### config.mk
export PLATFORM = sky130hd
export DESIGN_NAME = vault_access_scheduler
export DESIGN_NICKNAME = d
export VERILOG_FILES = /design/src/rtl/vault_access_scheduler.sv
export SDC_FILE = /design/constraint.sdc
export NUM_CORES = 1
export LEC_CHECK = 0
export ABC_AREA = 1
export CAP_MARGIN = 10
export CORE_MARGIN = 2
export CORE_UTILIZATION = 40
export CTS_CLUSTER_DIAMETER = 80
export DETAILED_ROUTE_END_ITERATION = 8
export PLACE_DENSITY_LB_ADDON = 0.15
export SETUP_SLACK_MARGIN = 0.02
export SYNTH_ARGS = -nofsm -noshare
export SYNTH_HDL_FRONTEND = slang
export SYNTH_SLANG_ARGS = --single-unit
export TNS_END_PERCENT = 20
### constraint.sdc
create_clock -name Clk_i -period 2.45 [get_ports Clk_i]
set_clock_uncertainty 0.15 [all_clocks]
set_input_delay 0.3675 -clock Clk_i [delete_from_list [all_inputs] [get_ports Clk_i]]
set_output_delay 0.3675 -clock Clk_i [all_outputs]
set_load 0.005 [all_outputs]
### src/rtl/vault_access_scheduler.sv
// Minute-of-day clock, business-hours window and vault access sequencer.
// Gates the safe's open action and enforces a lockout after repeated bad PINs.
module vault_access_scheduler #(
  parameter int TICK_DIV      = 100000000,
  parameter int OPEN_MIN      = 540,
  parameter int CLOSE_MIN     = 1020,
  parameter int AUTH_MIN      = 2,
  parameter int AUTO_LOCK_MIN = 30,
  parameter int MAX_FAIL      = 3,
  parameter int LOCKOUT_MIN   = 60
) (
  input  logic        Clk_i,
  input  logic        Reset_i,
  input  logic        TimeSet_i,
  input  logic [10:0] TimeSetValue_i,
  input  logic        OpenReq_i,
  input  logic        CloseReq_i,
  input  logic        AuthGrant_i,
  input  logic        PINInvalid_i,
  output logic        BankTiming_o,
  output logic        VaultEnable_o,
  output logic        LockoutLED_o,
  output logic [10:0] MinuteOfDay_o,
  output logic [2:0]  State_o
);

  // state     | meaning
  // OFFHOURS  | outside business hours, vault closed
  // IDLE      | in hours, waiting for an open request
  // WAIT_AUTH | open requested, waiting for authentication grant
  // OPEN      | safe may open, auto-relock timer running
  // LOCKOUT   | too many invalid PINs, requests ignored
  typedef enum logic [2:0] {
    S_OFFHOURS  = 3'd0,
    S_IDLE      = 3'd1,
    S_WAIT_AUTH = 3'd2,
    S_OPEN      = 3'd3,
    S_LOCKOUT   = 3'd4
  } state_t;

  localparam int PW = (TICK_DIV > 1) ? $clog2(TICK_DIV) : 1;
  localparam int FW = $clog2(MAX_FAIL + 1);
  localparam int TW = 16;

  logic [PW-1:0] presc_q, presc_d;
  logic [10:0]   minute_q, minute_d;
  logic          bank_q, bank_d;
  state_t        state_q, state_d;
  logic [TW-1:0] timer_q, timer_d;
  logic [FW-1:0] fail_q, fail_d;
  logic          ven_q, lock_q;

  logic tick_w, ts_ok_w;
  logic auth_exp_w, open_exp_w, lock_exp_w;
  logic fail_hit_w;
  logic [FW-1:0] fail_inc_w;

  assign tick_w  = (presc_q == PW'(TICK_DIV - 1));
  assign ts_ok_w = TimeSet_i && (TimeSetValue_i <= 11'd1439);

  always_comb begin
    presc_d  = presc_q + PW'(1);
    minute_d = minute_q;
    if (ts_ok_w) begin
      presc_d  = '0;
      minute_d = TimeSetValue_i;
    end else if (tick_w) begin
      presc_d  = '0;
      minute_d = (minute_q == 11'd1439) ? 11'd0 : minute_q + 11'd1;
    end
  end

  assign bank_d = (minute_q >= 11'(OPEN_MIN)) && (minute_q < 11'(CLOSE_MIN));

  // timer counts completed ticks in the current state; expiry is the tick that reaches the limit
  assign auth_exp_w = tick_w && (timer_q == TW'(AUTH_MIN - 1));
  assign open_exp_w = tick_w && (timer_q == TW'(AUTO_LOCK_MIN - 1));
  assign lock_exp_w = tick_w && (timer_q == TW'(LOCKOUT_MIN - 1));

  assign fail_hit_w = (fail_q == FW'(MAX_FAIL - 1));
  assign fail_inc_w = (fail_q >= FW'(MAX_FAIL)) ? FW'(MAX_FAIL) : fail_q + FW'(1);

  always_comb begin
    state_d = state_q;
    fail_d  = fail_q;
    case (state_q)
      S_OFFHOURS: begin
        if (bank_q) state_d = S_IDLE;
      end
      S_IDLE: begin
        if (!bank_q)        state_d = S_OFFHOURS;
        else if (OpenReq_i) state_d = S_WAIT_AUTH;
      end
      S_WAIT_AUTH: begin
        if (!bank_q) begin
          state_d = S_OFFHOURS;
        end else if (PINInvalid_i && fail_hit_w) begin
          state_d = S_LOCKOUT;
          fail_d  = fail_inc_w;
        end else if (AuthGrant_i) begin
          state_d = S_OPEN;
          fail_d  = '0;
        end else if (auth_exp_w) begin
          state_d = fail_hit_w ? S_LOCKOUT : S_IDLE;
          fail_d  = fail_inc_w;
        end else if (PINInvalid_i) begin
          fail_d  = fail_inc_w;
        end
      end
      S_OPEN: begin
        if (!bank_q)                                      state_d = S_OFFHOURS;
        else if (CloseReq_i || !AuthGrant_i || open_exp_w) state_d = S_IDLE;
      end
      S_LOCKOUT: begin
        if (lock_exp_w) begin
          state_d = S_OFFHOURS;
          fail_d  = '0;
        end
      end
      default: state_d = S_OFFHOURS;
    endcase
  end

  always_comb begin
    timer_d = timer_q;
    if (state_d != state_q)            timer_d = '0;
    else if (tick_w && timer_q != '1)  timer_d = timer_q + TW'(1);
  end

  always_ff @(posedge Clk_i) begin
    if (!Reset_i) begin
      presc_q  <= '0;
      minute_q <= '0;
      bank_q   <= 1'b0;
      state_q  <= S_OFFHOURS;
      timer_q  <= '0;
      fail_q   <= '0;
      ven_q    <= 1'b0;
      lock_q   <= 1'b0;
    end else begin
      presc_q  <= presc_d;
      minute_q <= minute_d;
      bank_q   <= bank_d;
      state_q  <= state_d;
      timer_q  <= timer_d;
      fail_q   <= fail_d;
      ven_q    <= (state_d == S_OPEN);
      lock_q   <= (state_d == S_LOCKOUT);
    end
  end

  assign BankTiming_o  = bank_q;
  assign VaultEnable_o = ven_q;
  assign LockoutLED_o  = lock_q;
  assign MinuteOfDay_o = minute_q;
  assign State_o       = state_q;

endmodule

* Word level (Yosys, flattened, before mapping)
Cells that the tools add are included.
** Operators by class
- $add $sub $neg :: 4
- Order comparisons :: 4
- Eq/ne operators :: 17
- Multiplexer cells :: 23
- Bitwise logic cells :: 1
- Reductions and logical operators :: 16
** Operator list (count)
- 11-bit two-way mux :: 3
- 3-bit two-way mux :: 11
- 27-bit by 1-bit adder with 27-bit output, second input constant :: 1
- 27-bit == test, second input constant :: 1
- 16-bit by 1-bit adder with 16-bit output, second input constant :: 1
- 16-bit by 1-bit == test with 1-bit output, second input constant :: 1
- 16-bit by 5-bit == test with 1-bit output, second input constant :: 1
- 16-bit by 6-bit == test with 1-bit output, second input constant :: 1
- 16-bit != test, second input constant :: 1
- 3-bit case mux with 5 select lines :: 1
- 2-bit two-way mux :: 7
- 11-bit by 1-bit adder with 11-bit output, second input constant :: 1
- 11-bit == test, second input constant :: 1
- 11-bit by 10-bit greater-or-equal comparator with 1-bit output, second input constant :: 1
- 11-bit <= comparator, second input constant :: 1
- 11-bit by 10-bit < comparator with 1-bit output, second input constant :: 1
- 3-bit by 2-bit == test with 1-bit output, second input constant :: 3
- 1-bit logical AND :: 7
- 3-bit == test, second input constant :: 2
- 5-bit != test, second input constant :: 1
- 2-bit != test, second input constant :: 2
- 2-bit case mux with 2 select lines :: 1
- 4-bit AND reduction :: 1
- 2-bit nonzero test :: 2
- 11 further kinds :: 12
** Word-level totals
- Flip-flop bits (word level) :: 62
- Input port bits :: 18
- Output and inout port bits :: 17
- Word-level logic and storage cells :: 73

* Depth between registers and ports, before layout
Gate-level depths: netlist of run 1.
- Word-level depth :: 9
- Mapped depth :: 16
- Gate-level depth less buffers :: 15

* Worst setup path before layout of run 1
No wires, ideal clock.
- Path kind :: register to register
- Start :: reg presc_q[0]
- End :: reg timer_q[12]
- Library setup time :: 0.116 ns
- Data arrival time :: 1.726 ns
- Data required time :: 2.184 ns
- Path slack :: 0.458 ns
- Cell stages (with the launch flop) :: 14
- Path buffers :: 1
- Period minus slack after synthesis :: 1.992 ns
- Cells stage by stage :: dfxtp_1 > ha_1 > nand3_1 > inv_1 > nand2_4 > nor2_2 > nand2_2 > nor3b_2 > nor2_1 > nand2_1 > nand2_2 > nand3_4 > buf_6 > nor2_2
** On the way
- Cells in the longest elaborated chain, start to end :: 9
- Elaborated cells on any way between the ends :: 16
- Those cells by class :: 2 x eq/ne; 8 x mux; 6 x reduce/logical
** Ends and longest elaborated chain
- from (decl) :: RTL line 45 : logic [PW-1:0] presc_q, presc_d;
- from (signal assigned) :: RTL line 141 : presc_q <= presc_d;
- 27-bit == test (*) :: RTL line 58 : assign tick_w = (presc_q == PW'(TICK_DIV - 1));
- 1-bit logical AND :: RTL line 76 : assign auth_exp_w = tick_w && (timer_q == TW'(AUTH_MIN - 1));
- 3-bit two-way mux :: RTL line 103 : end else if (auth_exp_w) begin
- 3-bit two-way mux :: RTL line 100 : end else if (AuthGrant_i) begin
- 3-bit two-way mux :: RTL line 97 : end else if (PINInvalid_i && fail_hit_w) begin
- 3-bit two-way mux :: RTL line 95 : if (!bank_q) begin
- 3-bit case mux with 5 select lines :: RTL line 86 : case (state_q)
- 3-bit != test :: RTL line 126 : if (state_d != state_q) timer_d = '0;
- 2-bit OR reduction (no source line)
- to (signal assigned) :: RTL line 145 : timer_q <= timer_d;
- to (decl) :: RTL line 49 : logic [TW-1:0] timer_q, timer_d;
Mark *: on every way between the ends. The rest lies on a longest branch, timed or not.
A chain may end at the register's enable or synchronous reset.

* Worst setup path after layout of run 1
- Start :: reg presc_q[0]
- End :: reg timer_q[6]
The elaborated chain is that of the path after synthesis.

==> reports/qor.yml, run 1 <==
criticalPathCategory: "flip-flop to flip-flop"
fin_nets: 632
die_y_um: 100
min_to: "presc_q[0]"
via_count: 3530
cts_tree: "done"
hpwl_um: 6380
yosysWarnings: 0
worst-r2r-setup-slack_ns: 0.26
max_stage_delay_ns: 0.37
n_antenna_cell: 0
synth_area_per_cell_um2: 6.62
ys_top_cells_by_area: "dfxtp_1 (33%), nand2_1 (12%), inv_1 (8.9%), nor2_1 (8.2%), xor2_1 (5.2%)"
hold_ws_ns: 0.310
synth.largest_area_cell: "dfxtp_1"
start_kind: "flip-flop"
rows: 35
hold_path.class: "flip-flop to flip-flop"
grt_max_degree: 26
clockRootBuffer: "clkbuf_8"
rsz0062_at_grt: "no"
finalPower_mw: 2.04
io_buffers: 34
fin_crit_sh_pct: 89.4
viasPerCell: 4.87
dr.first_iter.drc_count: 156
timing_max_transition_violations_final: 0
synth_area_mm2: 0.00372
fp.coreArea_mm2: 0.00911
die_w_um: 100
critPathCaptureType: "flip-flop"
clockBufferDepth: 2
hold_path_startpoint: "presc_q[0]"
synth-seq-cells: 62
synth_ff_type: "dfxtp_1"
whs_path_depth: 1
fin_util_pct: 48.9
syn_to_final_growth_pct: 19.8
synth-edff-count: 0
ys_async_sr_fraction_pct: 0
cts.reportedPaths.clkPinSlew_ns: 0.08
rr_endpoint: "timer_q[6]"
reg2reg_depth: 12
dieArea_mm2: 0.0101
outcome: "finished, final reports clean"
worst_path_max_delay_cell: "dfxtp_1"
drt_pass1_iterations: 5
final_cell_mix: "nand2_1 (119), inv_1 (88), nor2_1 (80), dfxtp_1 (62), nand3_1 (36)"
r2r-start: "presc_q[0]"
path_cells: "ha_2, nand3_2, inv_1, nand2_4, nor2_2, nand2_2, nor3b_4, nor2_1, nand2_1, nand2_2, nand3_4, nor2_1"
start_util_pct: 40.8
relSlewSlack_pct: 61.0
maxCapViolations: 0
io_pins: 35
final_common_cell: "nand2_1"
grt_pass1_vias: 3253
clk_latency_ns: 0.34
cts_setup_buffers: 0
hold_violations: 0
wl_um: 8550
period_minus_slack_ns: 2.19
regArea_mm2: 0.00124
grt_busiest_layer: "met2"
met3_usage_pct: 3.76
drc: 0
worst_ep_required_time_ns: 2.53
grtUsageMet2_pct: 29.7
tightest_slew_ns: 0.580
htree_levels: 3
hold_buffers: 0
ys_types: 39
ant_nets: 0
yosysSeqAreaShare_pct: 33.4
fmax_mhz: 457
synthCells: 561
synth_top_area_share_pct: 33.4
post_drt_wl_per_cell_um: 11.8
gp_congestion: 0.865
cts_buffers: 9
fillers: 948
ir_drop_uv: 269
tns_ns: 0
power_density_mw_per_mm2: 458
setup_viol: 0
grtUsageTotal_pct: 17.8
drive_gt1_share_pct: 11.7
grt_first_pass_wirelength_um: 14600
synth_nets: 584
grt-ovfl-total: 0
leakage_nw: 1.70
antenna_found_initial: 0
worstPathArrival_ns: 2.27
met1_usage_pct: 23.0
cts.sinks: 62
crit_fanout: 8
multi_input_area_mm2: 0.00212
cts_resized: 0
[critical path, delay by kind of cell, from the launching register on]
family / cells / cell delay, ns
buffers and inverters: 1 / 0.11
AND/OR/NAND/NOR: 10 / 1.23
flip-flops: 1 / 0.37
adder cells (fa/ha/maj): 1 / 0.21
[cells in the mapped netlist, types with 8 or more instances]
cell and count:
nand2_1 120, inv_1 88, dfxtp_1 62, nand3_1 37, nor2_1 81, nor4_1 8, o21ai_0 15, nor3_1 18
xor2_1 22, nor2_2 14, nand4_1 12, a21oi_1 21
[registers in the layout, indices dropped and copies added (netlist names)]
register,cells
presc_q,27
timer_q,16
MinuteOfDay_o,11
State_o,3
fail_q,2
BankTiming_o,1
LockoutLED_o,1
VaultEnable_o,1
[stage by stage]
stage          area, µm²  std cells  worst slack [ns]
2_1_floorplan       3720        561             0.458
3_3_place_gp        4230        708             0.168
3_5_place_dp        4230        708             0.136
4_1_cts             4410        724             0.172
5_1_grt             4450        725            0.0174
6_report            4450        725             0.260
[final cells by class]
| type | count | share of cell area (%) |
|---|---|---|
| multi-input combinational | 400 | 47.7 |
| clock buffer | 9 | 2.78 |
| tap | 111 | 3.12 |
| clock inverter | 7 | 1.32 |
| inverter | 92 | 7.90 |
| sequential | 62 | 27.9 |
| timing repair buffer | 44 | 9.33 |
[layer usage]
metal / routed length, µm / up-vias
met5: 0 / -
met4: 71 / 0
met3: 318 / 7
met2: 3970 / 70
met1: 4180 / 1576
li1: - / 1877
[cells by family (layout without fill, tap and decap cells)]
| family | Yosys count | in the layout | share of synthesized area, % |
|---|---|---|---|
| mux | 1 | 1 | 0.303 |
| xor+xnor | 27 | 27 | 6.36 |
| buf+inv | 100 | 152 | 10.5 |
| compound gates | 47 | 47 | 7.41 |
| fa+ha+maj | 5 | 5 | 1.68 |
| flops | 62 | 62 | 33.4 |
| simple gates | 319 | 320 | 40.4 |
[worst max-delay path by stage]
stage / startpoint / endpoint / slack, ns / depth (start not counted)
detailed placement: TimeSetValue_i[6] / MinuteOfDay_o[3] / 0.14 / 8
floorplan: presc_q[0] / timer_q[12] / 0.46 / 13
global route: timer_q[1] / timer_q[10] / 0.02 / 15
CTS: presc_q[0] / timer_q[9] / 0.17 / 13
finish: presc_q[0] / timer_q[6] / 0.26 / 12
global placement: TimeSetValue_i[10] / presc_q[16] / 0.17 / 9
[where the power goes]
| part | total, mW | internal [mW] | switching, mW | leakage, nW |
|---|---|---|---|---|
| combinational | 0.172 | 0.0857 | 0.0858 | 1.11 |
| sequential | 1.04 | 1.02 | 0.0208 | 0.501 |
| clock | 0.826 | 0.378 | 0.448 | 0.0864 |
| total | 2.04 | 1.49 | 0.554 | 1.70 |
Note: power is estimated with default switching activity, not from simulation.
==> run 2: changes to the inputs <==
- HOLD_SLACK_MARGIN: default -> 0.1
- PLACE_DENSITY_LB_ADDON: 0.15 -> default
==> reports/qor.yml, run 2 (synthesis gave the netlist of run 1 again) <==
clockBufferDepth: 2
rows: 35
ir_drop_uv: 323
n_antenna_cell: 0
viasPerCell: 4.89
final_cell_mix: "nand2_1 (119), inv_1 (88), nor2_1 (80), dfxtp_1 (61), nand3_1 (36)"
met3_usage_pct: 4.04
fin_crit_sh_pct: 88.7
hold_path.class: "flip-flop to flip-flop"
fmax_mhz: 460
met1_usage_pct: 23.0
dieArea_mm2: 0.0101
criticalPathCategory: "flip-flop to flip-flop"
final_common_cell: "nand2_1"
clk_latency_ns: 0.35
fin_util_pct: 48.7
cts.sinks: 62
power_density_mw_per_mm2: 481
relSlewSlack_pct: 56.5
die_w_um: 100
grtUsageMet2_pct: 28.6
hold_ws_ns: 0.304
hold_buffers: 0
hpwl_um: 6410
dr.first_iter.drc_count: 145
die_y_um: 100
cts_buffers: 9
cts.reportedPaths.clkPinSlew_ns: 0.07
worst_ep_required_time_ns: 2.58
post_drt_wl_per_cell_um: 11.8
stdcell_count: 722
gp_congestion: 0.870
wl_um: 8510
worstPathArrival_ns: 2.30
timing_max_transition_violations_final: 0
dp.cells: 704
start_util_pct: 40.8
grt_first_pass_wirelength_um: 14400
clockRootBuffer: "clkbuf_8"
setup_viol: 0
io_pins: 35
cts_tree: "done"
antenna_found_initial: 0
outcome: "finished, final reports clean"
rsz0062_at_grt: "no"
crit_fanout: 7
critPathCaptureType: "flip-flop"
ant_nets: 0
tns_ns: 0
grtUsageTotal_pct: 17.7
leakage_nw: 1.71
final_area_mm2: 0.00444
start_kind: "flip-flop"
largest_register_ffs: 27
regMostFlops: "presc_q"
fp.coreArea_mm2: 0.00911
via_count: 3534
io_buffers: 34
maxCapViolations: 0
finalPower_mw: 2.13
drt_pass1_iterations: 5
htree_levels: 3
drc: 0
dpl_cell_area_mm2: 0.00420
hold_violations: 0
pre_cts_ws_ns: 0.0909
fin_nets: 629
grt_pass1_vias: 3293
syn_to_final_growth_pct: 19.4
grt_busiest_layer: "met2"
grt_max_degree: 26
grt-ovfl-total: 0
drive_gt1_share_pct: 11.1
tightest_slew_ns: 0.645
period_minus_slack_ns: 2.17
fin_ws_ns: 0.277
[run 2: cell count changes in the layout (fill, tap and decap cells not counted), moves of 2 or more]
cell,change
clkinv_2,+3
clkbuf_8,+2
clkinvlp_4,-2
buf_4,-3
clkinv_4,-3
inv_6,-2
[run 2: timing repair]
item	CTS	global route
gates resized for setup	0	6
setup endpoints to repair	0	21
setup buffers	0	1
[run 2: worst paths after layout]
check,start,depth (start not counted),endpoint,slack [ns]
worst min register to register,presc_q[0],1,presc_q[0],0.30
worst max register to register,presc_q[0],10,presc_q[24],0.28
worst max-delay path,presc_q[0],10,presc_q[24],0.28
worst min-delay path,presc_q[0],1,presc_q[0],0.30
[run 2: per-layer routing]
layer  up-vias  part of all wire, %
met4         0                  1.6
met5         -                    0
met1      1599                   50
met2        64                   45
met3        11                  3.2
li1       1860                    -
[run 2: critical path: stages (launching register included)]
cell	delay, ns
dfxtp_1	0.36
ha_1	0.20
nand3_2	0.12
inv_1	0.12
nand2_4	0.09
nor3_1	0.43
nand3_1	0.18
nor2_1	0.17
xor2_1	0.16
inv_1	0.05
nor2_1	0.07
[run 2: layout make-up]
cell class | count | area [µm²]
Fill cell | 927 | 4670
Tap cell | 111 | 139
Sequential cell | 62 | 1240
Inverter | 92 | 349
Clock inverter | 4 | 45.0
Multi-Input combinational cell | 400 | 2110
Timing Repair Buffer | 41 | 393
Clock buffer | 12 | 155
[run 2: report_power, final]
part / switching (mW) / internal [mW] / total [mW]
registers: 0.0206 / 1.02 / 1.04
logic: 0.0860 / 0.0839 / 0.170
clock network: 0.398 / 0.520 / 0.919
